File: config.mk
export PLATFORM = sky130hd
export DESIGN_NAME = cache_ctrl_2way
export DESIGN_NICKNAME = d
export VERILOG_FILES = /design/src/rtl/cache_pkg.sv /design/src/rtl/cache_way_array.sv /design/src/rtl/cache_ctrl_2way.sv
export SDC_FILE = /design/constraint.sdc
export NUM_CORES = 2
export LEC_CHECK = 0
export BUFFER_PORTS_ARGS = -buffer_cell sky130_fd_sc_hd__buf_2
export CAP_MARGIN = 40
export CORE_MARGIN = 4
export CORE_UTILIZATION = 30
export DETAILED_ROUTE_END_ITERATION = 12
export PLACE_DENSITY = 0.49
export SYNTH_ARGS = -nofsm -noshare
export SYNTH_HDL_FRONTEND = slang
export SYNTH_HIERARCHICAL = 1
export SYNTH_SLANG_ARGS = --single-unit
File: constraint.sdc
create_clock -name clk -period 10.43 [get_ports clk]
set_input_delay 0 -clock clk [delete_from_list [all_inputs] [get_ports clk]]
set_output_delay 0 -clock clk [all_outputs]
set_load 0.02 [all_outputs]
File: src/rtl/cache_pkg.sv
// Shared types and helpers for the 2-way set-associative cache controller.
package cache_pkg;

    typedef enum logic [2:0] {
        IDLE,
        LOOKUP,
        WRITEBACK,
        REFILL,
        RESP
    } state_t;

    localparam logic WAY0 = 1'b0;
    localparam logic WAY1 = 1'b1;

    // Address helpers work on a wide container; callers cast to their field width.
    function automatic logic [63:0] idx_of(input logic [63:0] adr, input int unsigned index_w);
        return adr & ((64'd1 << index_w) - 64'd1);
    endfunction

    function automatic logic [63:0] tag_of(input logic [63:0] adr, input int unsigned index_w);
        return adr >> index_w;
    endfunction

endpackage

File: src/rtl/cache_way_array.sv
// One cache way: per-set valid/dirty/tag/data, asynchronous read port, one write port.
module cache_way_array
    import cache_pkg::*;
#(
    parameter int unsigned SETS   = 16,
    parameter int unsigned TAG_W  = 12,
    parameter int unsigned DATA_W = 32
) (
    input  logic                    clk,
    input  logic                    rst,
    input  logic [$clog2(SETS)-1:0] rd_idx_i,
    output logic                    rd_valid_o,
    output logic                    rd_dirty_o,
    output logic [TAG_W-1:0]        rd_tag_o,
    output logic [DATA_W-1:0]       rd_data_o,
    input  logic                    wr_en_i,
    input  logic [$clog2(SETS)-1:0] wr_idx_i,
    input  logic                    wr_dirty_i,
    input  logic [TAG_W-1:0]        wr_tag_i,
    input  logic [DATA_W-1:0]       wr_data_i
);

    logic [SETS-1:0]   valid_q;
    logic [SETS-1:0]   dirty_q;
    logic [TAG_W-1:0]  tag_q  [SETS];
    logic [DATA_W-1:0] data_q [SETS];

    always_ff @(posedge clk or posedge rst) begin
        if (rst) begin
            valid_q <= '0;
            dirty_q <= '0;
        end else if (wr_en_i) begin
            valid_q[wr_idx_i] <= 1'b1;
            dirty_q[wr_idx_i] <= wr_dirty_i;
        end
    end

    // Tag/data payload is qualified by valid, so it needs no reset.
    always_ff @(posedge clk) begin
        if (wr_en_i) begin
            tag_q[wr_idx_i]  <= wr_tag_i;
            data_q[wr_idx_i] <= wr_data_i;
        end
    end

    assign rd_valid_o = valid_q[rd_idx_i];
    assign rd_dirty_o = dirty_q[rd_idx_i];
    assign rd_tag_o   = tag_q[rd_idx_i];
    assign rd_data_o  = data_q[rd_idx_i];

endmodule

File: src/rtl/cache_ctrl_2way.sv
// 2-way set-associative write-back/write-allocate cache controller with true LRU.
// Define CACHE_STATS_EN to add saturating hit/miss counter outputs.
module cache_ctrl_2way
    import cache_pkg::*;
#(
    parameter int unsigned ADDR_W = 16,
    parameter int unsigned DATA_W = 32,
    parameter int unsigned SETS   = 16
) (
    input  logic              clk,
    input  logic              rst,
    input  logic              req_cpu_i,
    input  logic              we_cpu_i,
    input  logic [ADDR_W-1:0] adr_cpu_i,
    input  logic [DATA_W-1:0] dat_cpu_i,
    output logic [DATA_W-1:0] dat_cpu_o,
    output logic              ack_cpu_o,
    output logic              err_cpu_o,
    output logic              cyc_m2s,
    output logic              we_m2s,
    output logic [ADDR_W-1:0] adr_m2s,
    output logic [DATA_W-1:0] dat_m2s,
    input  logic [DATA_W-1:0] dat_mem_i,
    input  logic              ack_mem_i,
    input  logic              err_mem_i
`ifdef CACHE_STATS_EN
    ,
    output logic [31:0]       hit_cnt_o,
    output logic [31:0]       miss_cnt_o
`endif
);

    localparam int unsigned INDEX_W = $clog2(SETS);
    localparam int unsigned TAG_W   = ADDR_W - INDEX_W;

    state_t            state_q;
    logic [ADDR_W-1:0] adr_q;
    logic [DATA_W-1:0] dat_q;
    logic              we_q;
    logic              victim_q;
    logic [SETS-1:0]   lru_q;

    logic [INDEX_W-1:0] idx;
    logic [TAG_W-1:0]   tag;
    logic [1:0]         rd_valid, rd_dirty;
    logic [TAG_W-1:0]   rd_tag  [2];
    logic [DATA_W-1:0]  rd_data [2];
    logic [1:0]         wr_en;
    logic               wr_dirty;
    logic [TAG_W-1:0]   wr_tag;
    logic [DATA_W-1:0]  wr_data;
    logic               hit0, hit1, hit, hit_way, miss_way, victim_dirty;

    assign idx = INDEX_W'(idx_of(64'(adr_q), INDEX_W));
    assign tag = TAG_W'(tag_of(64'(adr_q), INDEX_W));

    cache_way_array #(.SETS(SETS), .TAG_W(TAG_W), .DATA_W(DATA_W)) u_way0 (
        .clk(clk), .rst(rst), .rd_idx_i(idx),
        .rd_valid_o(rd_valid[0]), .rd_dirty_o(rd_dirty[0]),
        .rd_tag_o(rd_tag[0]), .rd_data_o(rd_data[0]),
        .wr_en_i(wr_en[0]), .wr_idx_i(idx), .wr_dirty_i(wr_dirty),
        .wr_tag_i(wr_tag), .wr_data_i(wr_data)
    );

    cache_way_array #(.SETS(SETS), .TAG_W(TAG_W), .DATA_W(DATA_W)) u_way1 (
        .clk(clk), .rst(rst), .rd_idx_i(idx),
        .rd_valid_o(rd_valid[1]), .rd_dirty_o(rd_dirty[1]),
        .rd_tag_o(rd_tag[1]), .rd_data_o(rd_data[1]),
        .wr_en_i(wr_en[1]), .wr_idx_i(idx), .wr_dirty_i(wr_dirty),
        .wr_tag_i(wr_tag), .wr_data_i(wr_data)
    );

    assign hit0         = rd_valid[0] && (rd_tag[0] == tag);
    assign hit1         = rd_valid[1] && (rd_tag[1] == tag);
    assign hit          = hit0 | hit1;
    assign hit_way      = hit1 ? WAY1 : WAY0;
    assign miss_way     = !rd_valid[0] ? WAY0 : (!rd_valid[1] ? WAY1 : lru_q[idx]);
    assign victim_dirty = rd_valid[miss_way] & rd_dirty[miss_way];

    // Write-back ack on a read rewrites the victim with dirty cleared; on a write it installs the new line.
    always_comb begin
        wr_en    = '0;
        wr_dirty = 1'b1;
        wr_tag   = tag;
        wr_data  = dat_q;
        case (state_q)
            LOOKUP: begin
                if (hit) begin
                    if (we_q) wr_en[hit_way] = 1'b1;
                end else if (we_q && !victim_dirty) begin
                    wr_en[miss_way] = 1'b1;
                end
            end
            WRITEBACK: begin
                if (!err_mem_i && ack_mem_i) begin
                    wr_en[victim_q] = 1'b1;
                    if (!we_q) begin
                        wr_dirty = 1'b0;
                        wr_tag   = rd_tag[victim_q];
                        wr_data  = rd_data[victim_q];
                    end
                end
            end
            REFILL: begin
                if (!err_mem_i && ack_mem_i) begin
                    wr_en[victim_q] = 1'b1;
                    wr_dirty        = 1'b0;
                    wr_data         = dat_mem_i;
                end
            end
            default: ;
        endcase
    end

    always_ff @(posedge clk or posedge rst) begin
        if (rst) begin
            state_q   <= IDLE;
            adr_q     <= '0;
            dat_q     <= '0;
            we_q      <= 1'b0;
            victim_q  <= WAY0;
            lru_q     <= '0;
            dat_cpu_o <= '0;
            ack_cpu_o <= 1'b0;
            err_cpu_o <= 1'b0;
            cyc_m2s   <= 1'b0;
            we_m2s    <= 1'b0;
            adr_m2s   <= '0;
            dat_m2s   <= '0;
        end else begin
            case (state_q)
                IDLE: begin
                    if (req_cpu_i) begin
                        adr_q   <= adr_cpu_i;
                        dat_q   <= dat_cpu_i;
                        we_q    <= we_cpu_i;
                        state_q <= LOOKUP;
                    end
                end
                LOOKUP: begin
                    if (hit) begin
                        if (!we_q) dat_cpu_o <= rd_data[hit_way];
                        lru_q[idx] <= ~hit_way;
                        ack_cpu_o  <= 1'b1;
                        state_q    <= RESP;
                    end else begin
                        victim_q <= miss_way;
                        if (victim_dirty) begin
                            cyc_m2s <= 1'b1;
                            we_m2s  <= 1'b1;
                            adr_m2s <= {rd_tag[miss_way], idx};
                            dat_m2s <= rd_data[miss_way];
                            state_q <= WRITEBACK;
                        end else if (!we_q) begin
                            cyc_m2s <= 1'b1;
                            we_m2s  <= 1'b0;
                            adr_m2s <= adr_q;
                            state_q <= REFILL;
                        end else begin
                            lru_q[idx] <= ~miss_way;
                            ack_cpu_o  <= 1'b1;
                            state_q    <= RESP;
                        end
                    end
                end
                WRITEBACK: begin
                    if (err_mem_i) begin
                        cyc_m2s   <= 1'b0;
                        we_m2s    <= 1'b0;
                        err_cpu_o <= 1'b1;
                        state_q   <= RESP;
                    end else if (ack_mem_i) begin
                        we_m2s <= 1'b0;
                        if (we_q) begin
                            cyc_m2s    <= 1'b0;
                            lru_q[idx] <= ~victim_q;
                            ack_cpu_o  <= 1'b1;
                            state_q    <= RESP;
                        end else begin
                            adr_m2s <= adr_q;
                            state_q <= REFILL;
                        end
                    end
                end
                REFILL: begin
                    if (err_mem_i) begin
                        cyc_m2s   <= 1'b0;
                        err_cpu_o <= 1'b1;
                        state_q   <= RESP;
                    end else if (ack_mem_i) begin
                        cyc_m2s    <= 1'b0;
                        lru_q[idx] <= ~victim_q;
                        dat_cpu_o  <= dat_mem_i;
                        ack_cpu_o  <= 1'b1;
                        state_q    <= RESP;
                    end
                end
                RESP: begin
                    ack_cpu_o <= 1'b0;
                    err_cpu_o <= 1'b0;
                    state_q   <= IDLE;
                end
                default: state_q <= IDLE;
            endcase
        end
    end

`ifdef CACHE_STATS_EN
    always_ff @(posedge clk or posedge rst) begin
        if (rst) begin
            hit_cnt_o  <= '0;
            miss_cnt_o <= '0;
        end else if (state_q == LOOKUP) begin
            if (hit && hit_cnt_o != '1)   hit_cnt_o  <= hit_cnt_o + 32'd1;
            if (!hit && miss_cnt_o != '1) miss_cnt_o <= miss_cnt_o + 32'd1;
        end
    end
`endif

endmodule

# Word-level counts from Yosys, hierarchy flattened
# Memories as Yosys holds them, arrays and structs flattened.
# Cells that the tools add are included.
dict set report word_totals {
  ram_bits 1408
  wordCells 210
  mem_count 4
  input_bits 86
  reg_bits 217
  output_inout_bits 84
  latch_bits 0
  mem_bits_ro 0
}
dict set report classes {
  n_eq_ne 22
  mul 0
  n_lt_le_gt_ge 11
  muxes 117
  n_bitwise 11
  n_addsub 0
  shift 0
  reduce_logical 28
  div_mod_pow 0
}
# memory words width read_ports rd_clocked_by_memory_dff write_ports line
set memory_table {}
lappend memory_table {u_way0.data_q 16 32 1 0 1 cache_way_array.sv:26} ;# logic [DATA_W-1:0] data_q [SETS];
lappend memory_table {u_way1.data_q 16 32 1 0 1 cache_way_array.sv:26}
lappend memory_table {u_way0.tag_q 16 12 1 0 1 cache_way_array.sv:25} ;# logic [TAG_W-1:0] tag_q [SETS];
lappend memory_table {u_way1.tag_q 16 12 1 0 1 cache_way_array.sv:25}
# op n
set op_table {}
lappend op_table {{32-bit 2-to-1 mux} 16}
lappend op_table {{16-bit 2-to-1 mux} 13}
lappend op_table {{32-bit case mux with 2 select lines} 2}
lappend op_table {{12-bit 2-to-1 mux} 9}
lappend op_table {{16-bit bitwise mux} 5}
lappend op_table {{16-bit case mux with 3 select lines} 1}
lappend op_table {{1-bit 2-to-1 mux} 42}
lappend op_table {{16-bit bitwise OR} 2}
lappend op_table {{16-bit case mux with 2 select lines} 1}
lappend op_table {{12-bit equality test} 2}
lappend op_table {{3-bit 2-to-1 mux} 8}
lappend op_table {{1-bit binary-select mux with 4-bit select} 5}
lappend op_table {{2-bit != test, second input constant} 9}
lappend op_table {{3-bit != test, second input constant} 6}
lappend op_table {{3-bit case mux with 4 select lines} 1}
lappend op_table {{6-bit AND reduction} 2}
lappend op_table {{1-bit logical AND} 8}
lappend op_table {{2-bit 2-to-1 mux} 4}
lappend op_table {{4-bit AND reduction} 2}
lappend op_table {{8-bit AND reduction} 1}
lappend op_table {{3-bit by 2-bit equality test with 1-bit output, second input constant} 2}
lappend op_table {{2-bit >= comparator, second input constant} 3}
lappend op_table {{1-bit by 2-bit < comparator with 1-bit output, second input constant} 3}
lappend op_table {{1-bit NOT with 2-bit output} 3}
lappend op_table {{24 further kinds} 39}

# Depth between registers and ports, before layout
dict set report logic_depth {
  ltp_word 14
  mapped_depth 16
}

# By module
# The synthesis kept the hierarchy.
# module area_per_inst_um2 n_inst cells_each
set modules_own_cells {}
lappend modules_own_cells {cache_way_array 27774.1 2 1189}
lappend modules_own_cells {cache_ctrl_2way 8597.0 1 852}

# Least setup slack after synthesis
# No wires, ideal clock.
dict set report synth_path {
  path_kind {register to register}
  startpoint {register adr_q[0]}
  endpoint {register u_way1.dirty_q[10]}
  required_ns 10.350
  slack_ns 2.877
  arrival_ns 7.473
  stages_incl_launch_ff 17
  n_path_buf 5
  synth_period_minus_slack_ns 7.553
  cell_sequence {dfrtp_1 > buf_2 > buf_6 > buf_2 > mux4_2 > a22oi_1 > nand2_1 > xnor2_1 > nand4_1 > nor4_1 > clkbuf_1 > buf_2 > nor2_1 > o22ai_1 > nand2_1 > nor3_1 > mux2_2}
}
# element line
set synth_rtl {}
lappend synth_rtl {{start: declaration} cache_ctrl_2way.sv:37} ;# logic [ADDR_W-1:0] adr_q;
lappend synth_rtl {{start signal: assignment} cache_ctrl_2way.sv:134} ;# adr_q <= adr_cpu_i;
lappend synth_rtl {{end signal: indexed assignment} cache_way_array.sv:34} ;# dirty_q[wr_idx_i] <= wr_dirty_i;
lappend synth_rtl {{end: declaration} cache_way_array.sv:24} ;# logic [SETS-1:0] dirty_q;

==> results.cfg <==
[floorplanning]
die_area_um2 = 221000
rows = 169
start_util = 0.302
coreArea_um2 = 212000
io_pins = 170
die_width_um = 470
die_h_um = 470

[global_route]
antenna_found_initial = 10
met3_usage = 0.0380
use_met1 = 0.224
first_global_vias = 35100
gr-usage-met2 = 0.253
top_usage_layer = met2
grt_max_degree = 133
overflow = 0
grt_use_total = 0.161
grt_pass1_wl_um = 259000

[cells_and_area]
drive_above_1_share = 0.292
n_fill_cell = 19700
syn_to_final_growth_pct = 20.2
nets = 3799

[route]
routedWlPerCell_um = 27.1
first_pass_iters = 7
via_per_inst = 5.05
drt_iter0_drc = 3216
post-route-drc-count = 0
via_count = 33800
drt_wl_total_um = 181000
ant_nets = 0

[cts]
clock-sinks = 1625
cts_tree = built
htree_num_levels = 4
worstSkewPairLatency_ns = 0.83
cts-root-buf = clkbuf_16
clockBufferDepth = 3
cts_buffers = 179
clk_pin_slew_ns = 0.06
ctsResizeCount = 0

[setup_path]
crit_fanout = 27
required_ns = 10.86
cp-start-kind = flop
critPathKind = flop to flop
crit_path_end_kind = flop
worst_path_max_delay_cell = nor4_1
ff2ff_setup_slack_ns = 3.25
critical_path_arrival_ns = 7.62
crit_family = simple AND/OR/NAND/NOR gates
cp_slowest_stage_delay_ns = 0.87
path_cells = nor2b_4, buf_4, a22oi_1, nand2_1, xnor2_1, nand3_1, nor4_1, nor2_1, o32ai_1, nand2_1, or4_1, clkinv_2, buf_4
crit_buf_inv = 3

[placement]
io_buffers = 169
dp.final_hpwl_um = 107000
place_congestion = 0.773

[yosys]
syn-cell-area_um2 = 64100
synthAdderAreaFrac = 0
synthSimpleGateAreaFrac = 0.0290
synth_xor_area_frac = 0.00328
synth_edf_count = 1408
ys_ff_latch = 1625
ys_seq_area_frac = 0.744
synth_top_family_by_area = multiplexers
ys.flop_type = edfxtp_1
synth_warnings = 6
synth.mux.area_fraction = 0.167
synth.avg_cell_area_um2 = 19.9
synth_compound_area_frac = 0.0399
ys_types = 45
syn_nets = 3316
postSynthCellCount = 3230
synth_async_sr_flop_share = 0.134

[timing]
fin_tns_setup_ns = 0
hold_viol_final = 0
fin_crit_sh = 0.689
min_period_ns = 7.18
fin_hold_ws_ns = 0.0653
relSlewSlack = 0.331
skew_ns = 0.0337
max_freq_mhz = 139
setup_viol = 0
slew_viol_final = 0
worst_slew_pin_slew_ns = 0.994
rsz0062_at_grt = false

[outcome]
status = complete, no violations

[power_and_ir_drop]
peakVddDrop_mv = 0.219
powerDensity_nw_per_um2 = 304
p_leak_nw = 25.7

[hold_path]
hold_class = primary input to flop

[run]
cap_violations = 0
[state kept, by name, indices dropped and copies added, names as in the netlist, 16 cells and up]
register,flops
u_way1/tag_q,192
adr_q,16
dat_m2s,32
dat_q,32
u_way1/data_q,512
u_way1/valid_q,16
u_way1/dirty_q,16
dat_cpu_o,32
u_way0/valid_q,16
u_way0/dirty_q,16
u_way0/data_q,512
lru_q,16
adr_m2s,16
u_way0/tag_q,192
[final cells by class]
cell class / count / area [um2] / area share
timing repair buffer: 492 / 4270 / 0.0554
clock inverter: 109 / 1140 / 0.0148
inverter: 19 / 96.3 / 0.00125
tap: 2821 / 3530 / 0.0458
sequential: 1625 / 47700 / 0.619
antenna: 8 / 20.0 / 0.000260
clock buffer: 222 / 4700 / 0.0610
multi-input combinational: 1396 / 15600 / 0.202
[metrics by stage]
step | power [mW] | std cells | utilization | area [um2] | worst slack, ns
CTS | 23.8 | 6684 | 0.363 | 77100 | 3.49
global placement | 17.1 | 6132 | 0.323 | 68600 | 3.37
detailed placement | 17.4 | 6180 | 0.327 | 69500 | 3.52
floorplan | 14.1 | 3230 | - | 64100 | 2.88
finish | 23.4 | 6692 | 0.363 | 77100 | 3.25
global route | 24.6 | 6690 | 0.363 | 77100 | 3.07
[cells in the mapped netlist (all sizes together) (2+ instances only)]
library cell | n | area (um2)
edfxtp | 1408 | 42300
mux4 | 372 | 8390
dfrtp | 217 | 5430
nand2 | 188 | 706
a22oi | 187 | 1410
mux2i | 120 | 1200
buf | 107 | 696
mux2 | 101 | 1140
nor2 | 99 | 372
o21ai | 84 | 424
clkbuf | 83 | 312
a221o | 44 | 440
a21oi | 38 | 190
nand2b | 26 | 163
xnor2 | 24 | 210
nor3 | 21 | 105
or2 | 20 | 125
inv | 19 | 71.3
or3 | 12 | 75.1
nor2b | 9 | 56.3
and2 | 7 | 46.3
nand3 | 6 | 30.0
nand3b | 6 | 45.0
nor4 | 6 | 37.5
or4 | 6 | 45.0
nand4 | 4 | 25.0
nor3b | 2 | 15.0
o21a | 2 | 15.0
o22ai | 2 | 12.5
o31ai | 2 | 15.0
o32ai | 2 | 17.5
[power breakdown]
part / total, mW / switching (mW) / leakage, nW / internal (mW)
logic: 8.22 / 5.11 / 7.52 / 3.11
registers: 8.98 / 0.413 / 15.4 / 8.56
clock network: 6.24 / 2.68 / 2.84 / 3.56
[placed cells by master, fill, tap and decap left out, types with 8 or more instances in the layout]
cell / n
clkinvlp_4: 8
buf_8: 21
diode_2: 8
a22oi_1: 186
o21ai_1: 12
clkbuf_16: 180
buf_4: 105
a21oi_1: 38
mux4_2: 369
dfrtp_1: 214
or3_1: 11
clkinv_2: 50
dlygate4sd3_1: 173
bufinv_16: 13
nor3_1: 15
mux2i_1: 120
nor2_1: 84
buf_2: 169
o21ai_0: 69
nand2b_1: 26
xnor2_1: 24
mux2_2: 101
buf_12: 10
or2_2: 20
nor2_4: 15
buf_16: 14
a221o_1: 44
clkinv_1: 32
nand2_1: 187
edfxtp_1: 1408
clkbuf_1: 38
[metal layers]
layer / vias to the layer above / part of all wire / wire [um]
met5: - / 0 / 0
met4: 0 / 0.027 / 4920
met3: 246 / 0.071 / 12800
met2: 1068 / 0.46 / 84000
met1: 18200 / 0.44 / 79300
li1: 14200 / - / -
[path summary, 6_finish.rpt]
path                                        end              start  cells past startpoint
min                               dat_cpu_o[23]      dat_mem_i[23]                      4
max in group asynchronous           dat_m2s[23]                rst                      5
max                        u_way0/data_q[1][26]           adr_q[2]                     13
max reg2reg                u_way0/data_q[1][26]           adr_q[2]                     13
min reg2reg                   u_way0/valid_q[0]  u_way0/valid_q[0]                      1
min in group asynchronous              lru_q[5]                rst                      4
[repair_timing]
action,in CTS,in global routing
hold buffers,173,0
buffers inserted,0,0
hold endpoints to repair,962,0
[tightest hold or removal path, cell delays in order]
cell	delay, ns
dlygate4sd3_1	0.52
buf_2	0.11
a21oi_1	0.06
o21ai_0	0.13
[logic make-up after synthesis]
group,Yosys count
xor gates and xnor gates,24
AOI/OAI and AO/OA,365
DFF,1625
muxes,593
and+or+nand+nor,414
buffers and inverters,209
(Power assumes the default switching activity.)
